==> src/rtl/div_unit_if.sv <==
// div_unit_if: request/response bundle between execute and the divider.
//   master (execute): drives signed_div_i, opdata1_i, opdata2_i, start_i,
//                     annul_i; receives result_o {rem, quot}, ready_o.
//   slave  (divider): the mirror image.
interface div_unit_if;
    localparam int RegBus = 32;

    logic                   signed_div_i;
    logic [RegBus-1:0]      opdata1_i;
    logic [RegBus-1:0]      opdata2_i;
    logic                   start_i;
    logic                   annul_i;
    logic [2*RegBus-1:0]    result_o;
    logic                   ready_o;

    modport master (
        output signed_div_i, opdata1_i, opdata2_i, start_i, annul_i,
        input  result_o, ready_o
    );

    modport slave (
        input  signed_div_i, opdata1_i, opdata2_i, start_i, annul_i,
        output result_o, ready_o
    );
endinterface

==> src/rtl/div_unit.sv <==
// div_unit: multi-cycle 32-bit restoring divider for DIV/DIVU.
//   clk  : rising-edge clock
//   rst  : synchronous reset, active low
//   bus  : div_unit_if.slave -- operands, sign mode, start/annul in;
//          registered {remainder, quotient} and ready out.
// One quotient bit per clock, MSB first; result is ready 32 clocks after
// the request is accepted, or one clock after for a zero divisor.
module div_unit (
    input  logic      clk,
    input  logic      rst,
    div_unit_if.slave bus
);
    typedef enum logic [1:0] {S_FREE, S_BYZERO, S_ON, S_END} state_t;

    state_t      state;
    logic [5:0]  cnt;
    logic [31:0] rem;       // partial remainder
    logic [31:0] dvd;       // dividend bits shift out the top, quotient bits in the bottom
    logic [31:0] dsr;       // divisor magnitude
    logic        sgn;
    logic        sign1;
    logic        sign2;

    logic [31:0] mag1;
    logic [31:0] mag2;
    logic [32:0] trial;
    logic        q_bit;
    logic [31:0] rem_nxt;
    logic [31:0] quo_nxt;
    logic [31:0] rem_fix;
    logic [31:0] quo_fix;

    // 2^31 magnitude of 0x80000000 fits the unsigned register unchanged.
    assign mag1 = (bus.signed_div_i && bus.opdata1_i[31]) ? -bus.opdata1_i : bus.opdata1_i;
    assign mag2 = (bus.signed_div_i && bus.opdata2_i[31]) ? -bus.opdata2_i : bus.opdata2_i;

    // rem < dsr always, so the 33-bit difference never wraps and bit 32 is
    // a reliable sign.
    assign trial   = {rem, dvd[31]} - {1'b0, dsr};
    assign q_bit   = ~trial[32];
    assign rem_nxt = q_bit ? trial[31:0] : {rem[30:0], dvd[31]};
    assign quo_nxt = {dvd[30:0], q_bit};

    // Quotient sign is sign1^sign2; remainder follows the dividend.
    assign quo_fix = (sgn && (sign1 ^ sign2)) ? -quo_nxt : quo_nxt;
    assign rem_fix = (sgn && sign1)           ? -rem_nxt : rem_nxt;

    always_ff @(posedge clk) begin
        if (!rst) begin
            state        <= S_FREE;
            cnt          <= '0;
            rem          <= '0;
            dvd          <= '0;
            dsr          <= '0;
            sgn          <= 1'b0;
            sign1        <= 1'b0;
            sign2        <= 1'b0;
            bus.result_o <= '0;
            bus.ready_o  <= 1'b0;
        end else begin
            case (state)
                S_FREE: begin
                    bus.result_o <= '0;
                    bus.ready_o  <= 1'b0;
                    if (bus.start_i && !bus.annul_i) begin
                        if (bus.opdata2_i == '0) begin
                            state <= S_BYZERO;
                        end else begin
                            state <= S_ON;
                            sgn   <= bus.signed_div_i;
                            sign1 <= bus.opdata1_i[31];
                            sign2 <= bus.opdata2_i[31];
                            dvd   <= mag1;
                            dsr   <= mag2;
                            cnt   <= '0;
                            rem   <= '0;
                        end
                    end
                end
                S_BYZERO: begin
                    state        <= S_END;
                    bus.result_o <= '0;
                    bus.ready_o  <= 1'b1;
                end
                S_ON: begin
                    if (bus.annul_i) begin
                        state        <= S_FREE;
                        bus.result_o <= '0;
                        bus.ready_o  <= 1'b0;
                    end else begin
                        rem <= rem_nxt;
                        dvd <= quo_nxt;
                        cnt <= cnt + 6'd1;
                        if (cnt == 6'd31) begin
                            state        <= S_END;
                            bus.result_o <= {rem_fix, quo_fix};
                            bus.ready_o  <= 1'b1;
                        end
                    end
                end
                S_END: begin
                    // Execute holds start until it has taken the result.
                    if (!bus.start_i || bus.annul_i) begin
                        state        <= S_FREE;
                        bus.result_o <= '0;
                        bus.ready_o  <= 1'b0;
                    end
                end
                default: state <= S_FREE;
            endcase
        end
    end
endmodule

==> src/flat_wrapper.sv <==
// flat-port wrapper written by rule: the top's interface ports become plain ports
module div_unit_flat 
  (clk, rst, bus_signed_div_i, bus_opdata1_i, bus_opdata2_i, bus_start_i, bus_annul_i, bus_result_o, bus_ready_o);
  div_unit_if bus_i ();
  input  logic clk;
  input  logic rst;
  input wire logic [$bits(bus_i.signed_div_i)-1:0] bus_signed_div_i;
  input wire logic [$bits(bus_i.opdata1_i)-1:0] bus_opdata1_i;
  input wire logic [$bits(bus_i.opdata2_i)-1:0] bus_opdata2_i;
  input wire logic [$bits(bus_i.start_i)-1:0] bus_start_i;
  input wire logic [$bits(bus_i.annul_i)-1:0] bus_annul_i;
  output wire logic [$bits(bus_i.result_o)-1:0] bus_result_o;
  output wire logic [$bits(bus_i.ready_o)-1:0] bus_ready_o;
  assign bus_i.signed_div_i = bus_signed_div_i;
  assign bus_i.opdata1_i = bus_opdata1_i;
  assign bus_i.opdata2_i = bus_opdata2_i;
  assign bus_i.start_i = bus_start_i;
  assign bus_i.annul_i = bus_annul_i;
  assign bus_result_o = bus_i.result_o;
  assign bus_ready_o = bus_i.ready_o;
  div_unit u_core (.clk(clk), .rst(rst), .bus(bus_i));
endmodule
==> config.mk <==
export PLATFORM = sky130hd
export DESIGN_NAME = div_unit_flat
export DESIGN_NICKNAME = d
export VERILOG_FILES = /design/src/rtl/div_unit_if.sv /design/src/rtl/div_unit.sv /design/src/flat_wrapper.sv
export SDC_FILE = /design/constraint.sdc
export NUM_CORES = 1
export LEC_CHECK = 0
export CORE_MARGIN = 5
export CORE_UTILIZATION = 62
export DETAILED_ROUTE_END_ITERATION = 12
export PLACE_DENSITY = 0.95
export SLEW_MARGIN = 25
export SYNTH_ARGS = -nofsm -noshare
export SYNTH_HDL_FRONTEND = slang
export SYNTH_SLANG_ARGS = --single-unit
export TNS_END_PERCENT = 5
==> constraint.sdc <==
create_clock -name clk -period 13.2 [get_ports clk]
set_input_delay 2.64 -clock clk [delete_from_list [all_inputs] [get_ports clk]]
set_output_delay 2.64 -clock clk [all_outputs]
set_load 0.02 [all_outputs]
== Word-level counts from Yosys, hierarchy flattened ==
Cells that the tools add are included.
Widths: inputs -> output; s select.

* Add/subtract/negate cells: 6
* Equal/unequal tests: 9
* Muxes and demuxes: 31
* Bitwise logic cells: 3
* Reduce and logical (&&, ||, !) cells: 16

{| class="wikitable"
|+ Operator list
! operator !! number
|-
| $mux 32 || 11
|-
| $mux 64 || 3
|-
| $pmux 64 s3 || 1
|-
| $neg 32->32 || 4
|-
| $pmux 32 s2 || 2
|-
| $sub 33x32->33 || 1
|-
| $logic_not 32->1 || 1
|-
| $mux 6 || 3
|-
| $pmux 6 s2 || 1
|-
| $mux 2 || 5
|-
| $pmux 2 s4 || 1
|-
| $add 6x1->6 const B || 1
|-
| $eq 6x5->1 const B || 1
|-
| $reduce_and 3->1 || 2
|-
| $logic_and 1x1->1 || 5
|-
| $eq 2x2->1 const B || 2
|-
| $ne 2x1->1 const B || 2
|-
| $ne 2x2->1 const B || 2
|-
| $pmux 1 s4 || 1
|-
| $reduce_and 4->1 || 1
|-
| $mux 1 || 3
|-
| $ne 3x2->1 const B || 1
|-
| $eq 2x1->1 const B || 1
|-
| $logic_not 1->1 || 2
|-
| other kinds (7) || 8
|}

* Flip-flop bits (word level): 172
* Input port bits: 69
* Output and inout port bits: 65
* Logic and storage cells: 75

== Depth between registers and ports, before layout ==
* Depth in word-level cells: 7
* Depth in mapped cells: 26

== Worst setup path after synthesis ==
Ideal clock, no wire load.

* Path kind: input port to flip-flop
* From: input port bus_opdata2_i[6]
* To: register u_core.dsr[1]
* Library setup time: 0.116 ns
* Arrival: 5.075 ns
* Data required time: 13.084 ns
* Slack: 8.009 ns
* Stages: 10
* Path buffers: 3
* Cell sequence: or4_1 -> nor4_1 -> and3_1 -> and2_1 -> nand3_1 -> and3_1 -> clkbuf_1 -> buf_1 -> clkbuf_1 -> o211a_1

* Word-level cells in the longest chain between the ends: 3

{| class="wikitable"
|+ RTL lines
! element !! RTL line !! text
|-
| start: declaration || flat_wrapper.sv:9 || <nowiki>input wire logic [$bits(bus_i.opdata2_i)-1:0] bus_opdata2_i;</nowiki>
|-
| $logic_not 32->1 || div_unit.sv:66 || <nowiki>if (bus.opdata2_i == '0) begin</nowiki>
|-
| $not 1->1 (no source line) || - ||
|-
| $reduce_and 3->1 (no source line) || - ||
|-
| end signal: assignment || div_unit.sv:74 || <nowiki>dsr <= mag2;</nowiki>
|-
| end: declaration || div_unit.sv:19 || <nowiki>logic [31:0] dsr;</nowiki>
|}

No other way between the ends.
A chain may end at the register's enable or synchronous reset.

== Final worst setup path ==
* From: input port bus_opdata2_i[6]
* To: register u_core.rem[11]

* Word-level cells in the longest chain between the ends: 3

{| class="wikitable"
|+ RTL lines
! element !! RTL line !! text
|-
| $logic_not 32->1 || div_unit.sv:66 ||
|-
| $ne 2x2->1 (no source line) || - ||
|-
| $reduce_and 4->1 (no source line) || - ||
|-
| end signal: assignment || div_unit.sv:91 || <nowiki>rem <= rem_nxt;</nowiki>
|-
| end: declaration || div_unit.sv:17 || <nowiki>logic [31:0] rem;</nowiki>
|}

No other way between the ends.

==> metrics.md <==
| Metric | Value |
|---|---|
| Die height | `150 µm` |
| Worst-Margin Slew | `0.988 ns` |
| Final hold vios | `0` |
| M1 GR Usage | `41.4%` |
| Maximum vdd ir drop | `0.000125 V` |
| Clk Latency, worst-skew pair | `0.45 ns` |
| Count of cell types in the netlist | `80` |
| Via Count | `12611` |
| Pin count of the biggest net entering global routing | `103` |
| Reg2Reg Depth | `21` |
| Hold endpoint | `u_core.bus.result_o[59]` |
| CTS clk-pin slew, worst paths | `0.08 ns` |
| Cts hold-fix bufs | `0` |
| Root Buffer | `clkbuf_16` |
| Ports | `134` |
| Drt initial violations | `1471` |
| Grt ovf | `0` |
| Share of cells above drive strength 1 | `4.48%` |
| Reg-to-reg endpoint | `u_core.bus.result_o[60]` |
| PortBufs | `133` |
| Worst setup startpoint | `bus_opdata2_i[6]` |
| Syn_area_per_cell | `7.53 µm²` |
| Setup bufs post-CTS | `0` |
| Die Area | `22600 µm²` |
| FF-to-FF Start | `u_core.dsr[0]` |
| Final Max Tran Viols | `0` |
| Pwr Density | `135 nW/µm²` |
| GR met3 Demand/Resource | `5.78%` |
| Netlist Area Pre-Place | `12200 µm²` |
| Area leader, netlist | `dfxtp_1` |
| Worst setup margin | `6.90 ns` |
| Syn_nets | `1731` |
| Min Tclk post-route | `6.30 ns` |
| Global Route Usage Sum | `32.5%` |
| Number of diodes | `0` |
| Top Usage Layer GRT | `met2` |
| Setup WS pre-CTS | `6.65 ns` |
| Final ANT Viol Nets | `0` |
| Fmax | `159 MHz` |
| Final setup vio count | `0` |
| Total negative slack | `0 ns` |
| CTS H-tree lvls | `4` |
| WHS Path Cells | `2` |
| Core Area | `19400 µm²` |
| Top FF cell, synth | `dfxtp_1` |
| Crit share post-route | `47.7%` |
| Initial Util | `62.8%` |
| Number of CTS-inserted buffers | `17` |
| Final wirelength | `37300 µm` |
| Avg WL per Cell | `19.0 µm` |
| Vias per cell | `6.43` |
| Resized Gates After CTS | `0` |
| Max Clock Skew | `0.0140 ns` |
| Yosys top cell area share | `28.2%` |
| Max Cap Violations | `0` |
| Critical path peak fanout | `84` |
| Layout Area Growth over Synthesis | `16.1%` |
| Max-slew headroom | `34.2%` |
| Seq/Total Area, Yosys | `28.2%` |
| Mapped Cells | `1619` |
| Tightest Hold Check Type | `flip-flop to flip-flop` |
| Routability cong. | `0.997` |
| Leakage power | `5.47 nW` |
| Residual DRC count | `0` |
| Req. time, crit path | `13.54 ns` |
| Setup slack, reg-to-reg | `7.61 ns` |
| Hold Startpoint | `u_core.bus.result_o[59]` |
| Setup CP Type | `primary input to flip-flop` |
| RSZ-0062 raised after global routing | `no` |
| Clock Path Buffers | `2` |
| Dpl hpwl | `26700 µm` |
| Row cnt | `51` |
| Fin nets | `1794` |
| Syn. warnings | `0` |
| Number of global-route vias before repair | `11894` |
| First-pass GRT wire length | `59400 µm` |
| Met2 global-route usage | `53.9%` |
| Die Wd | `150 µm` |
| Placed instance count | `1928` |
| Worst Setup Start Kind | `primary input` |
| CTS tree | `done` |
| Largest cells by area after synthesis | `dfxtp_1 (28%), nand2_1 (8.0%), o21ai_0 (4.8%)` |
| Arrival time worst endpoint | `6.64 ns` |
| Initial antenna violation count | `0` |
| Drt first pass iters | `6` |
| CTS Sinks | `172` |
| Post-synth EDFFs | `0` |
| Synth Register Bits | `172` |
| Status | `finished clean` |
| Non-Filler Instances | `1960` |
| Crit. End Element | `flip-flop` |
| Fraction of registers with async set or reset after synthesis | `0%` |
## worst max-delay path by stage
stage | depth (start not counted) | slack [ns] | end
6_report | 12 | 6.90 | u_core.rem[11]
5_1_grt | 12 | 6.61 | u_core.rem[20]
4_1_cts | 12 | 7.01 | u_core.rem[11]
3_5_place_dp | 12 | 6.65 | u_core.rem[11]
3_3_place_gp | 12 | 6.75 | u_core.rem[11]
2_1_floorplan | 10 | 8.01 | u_core.dsr[1]
## layout by cell type (no fill, tap or decap), drive strengths merged, types with 29 or more instances in the layout
master / n
a22oi: 44
dfxtp: 172
a21boi: 57
nor2b: 59
o21ai: 127
nand3: 33
inv: 68
xnor2: 66
a21oi: 81
nor2: 105
clkdlybuf4s50: 132
nand2: 261
nor3: 34
o211a: 33
ha: 42
xor2: 67
and2: 29
## stage by stage
stage               utilization (%)  power, mW  hold slack [ns]  cell area, µm²
floorplan                         -       1.18            0.455           12200
global placement               69.7       1.34            0.433           13500
detailed placement             69.7       1.37            0.441           13500
CTS                            72.9       1.89            0.452           14100
global route                   72.9       2.01            0.468           14100
finish                         72.9       1.91            0.449           14100
## power by group
group,internal (mW),switching [mW],total (mW)
registers,0.560,0.0510,0.611
clock network,0.259,0.259,0.518
logic,0.264,0.522,0.786
total,1.08,0.832,1.91
## per-layer routing
layer | part of all wire [%] | wire, µm
met3 | 9.8 | 3660
met4 | 4.4 | 1640
met2 | 47 | 17500
met5 | 0 | 0
met1 | 39 | 14500
## critical path: stages
cell	delay, ns
clkdlybuf4s50_1	0.48
or4_1	0.59
nor4_1	0.50
and3_1	0.28
and2_1	0.26
nand3_1	0.21
a31oi_1	0.34
or2_2	0.18
buf_4	0.63
nor2_1	0.12
a22o_1	0.20
and2_1	0.15
## cells in the mapped netlist (13+ instances only)
library cell / number
o31ai_1: 16
xor2_1: 67
a31oi_1: 18
and2_1: 28
a21oi_1: 77
a22oi_1: 43
ha_1: 42
o211a_1: 33
dfxtp_1: 172
a21o_1: 14
nor2_1: 104
nand4_1: 18
mux2i_1: 23
nand3_1: 33
nor4_1: 13
nor3_1: 33
clkbuf_1: 66
a21boi_0: 55
nor2b_1: 59
buf_2: 22
o21ai_0: 118
inv_1: 61
xnor2_1: 66
nand2_1: 261
## state kept, by name, indices dropped and copies added, names as in the netlist
| signal | cells |
|---|---|
| u_core.bus.ready_o | 1 |
| u_core.bus.result_o | 64 |
| u_core.cnt | 6 |
| u_core.dsr | 32 |
| u_core.dvd | 32 |
| u_core.rem | 32 |
| u_core.sgn | 1 |
| u_core.sign1 | 1 |
| u_core.sign2 | 1 |
| u_core.state | 2 |
## cells by family (layout without fill, tap and decap cells)
kind of cell    Yosys count  in the layout  share of synthesized area [%]
fa+ha+maj                43             43                           4.48
compound gates          469            469                           26.3
xor+xnor                133            133                           9.56
mux                      24             24                           1.98
buf+inv                 159            235                           5.21
flops                   172            172                           28.2
simple gates            619            619                           24.2
## cell type report
type	count	area [µm²]
flip-flops and latches	172	3440
inverters	62	233
well taps	265	332
multi-input cells	1288	8140
clock inverters	15	191
clock buffers	17	425
fillers	1436	5250
repair buffers	141	1390
(Power assumes the default switching activity.)
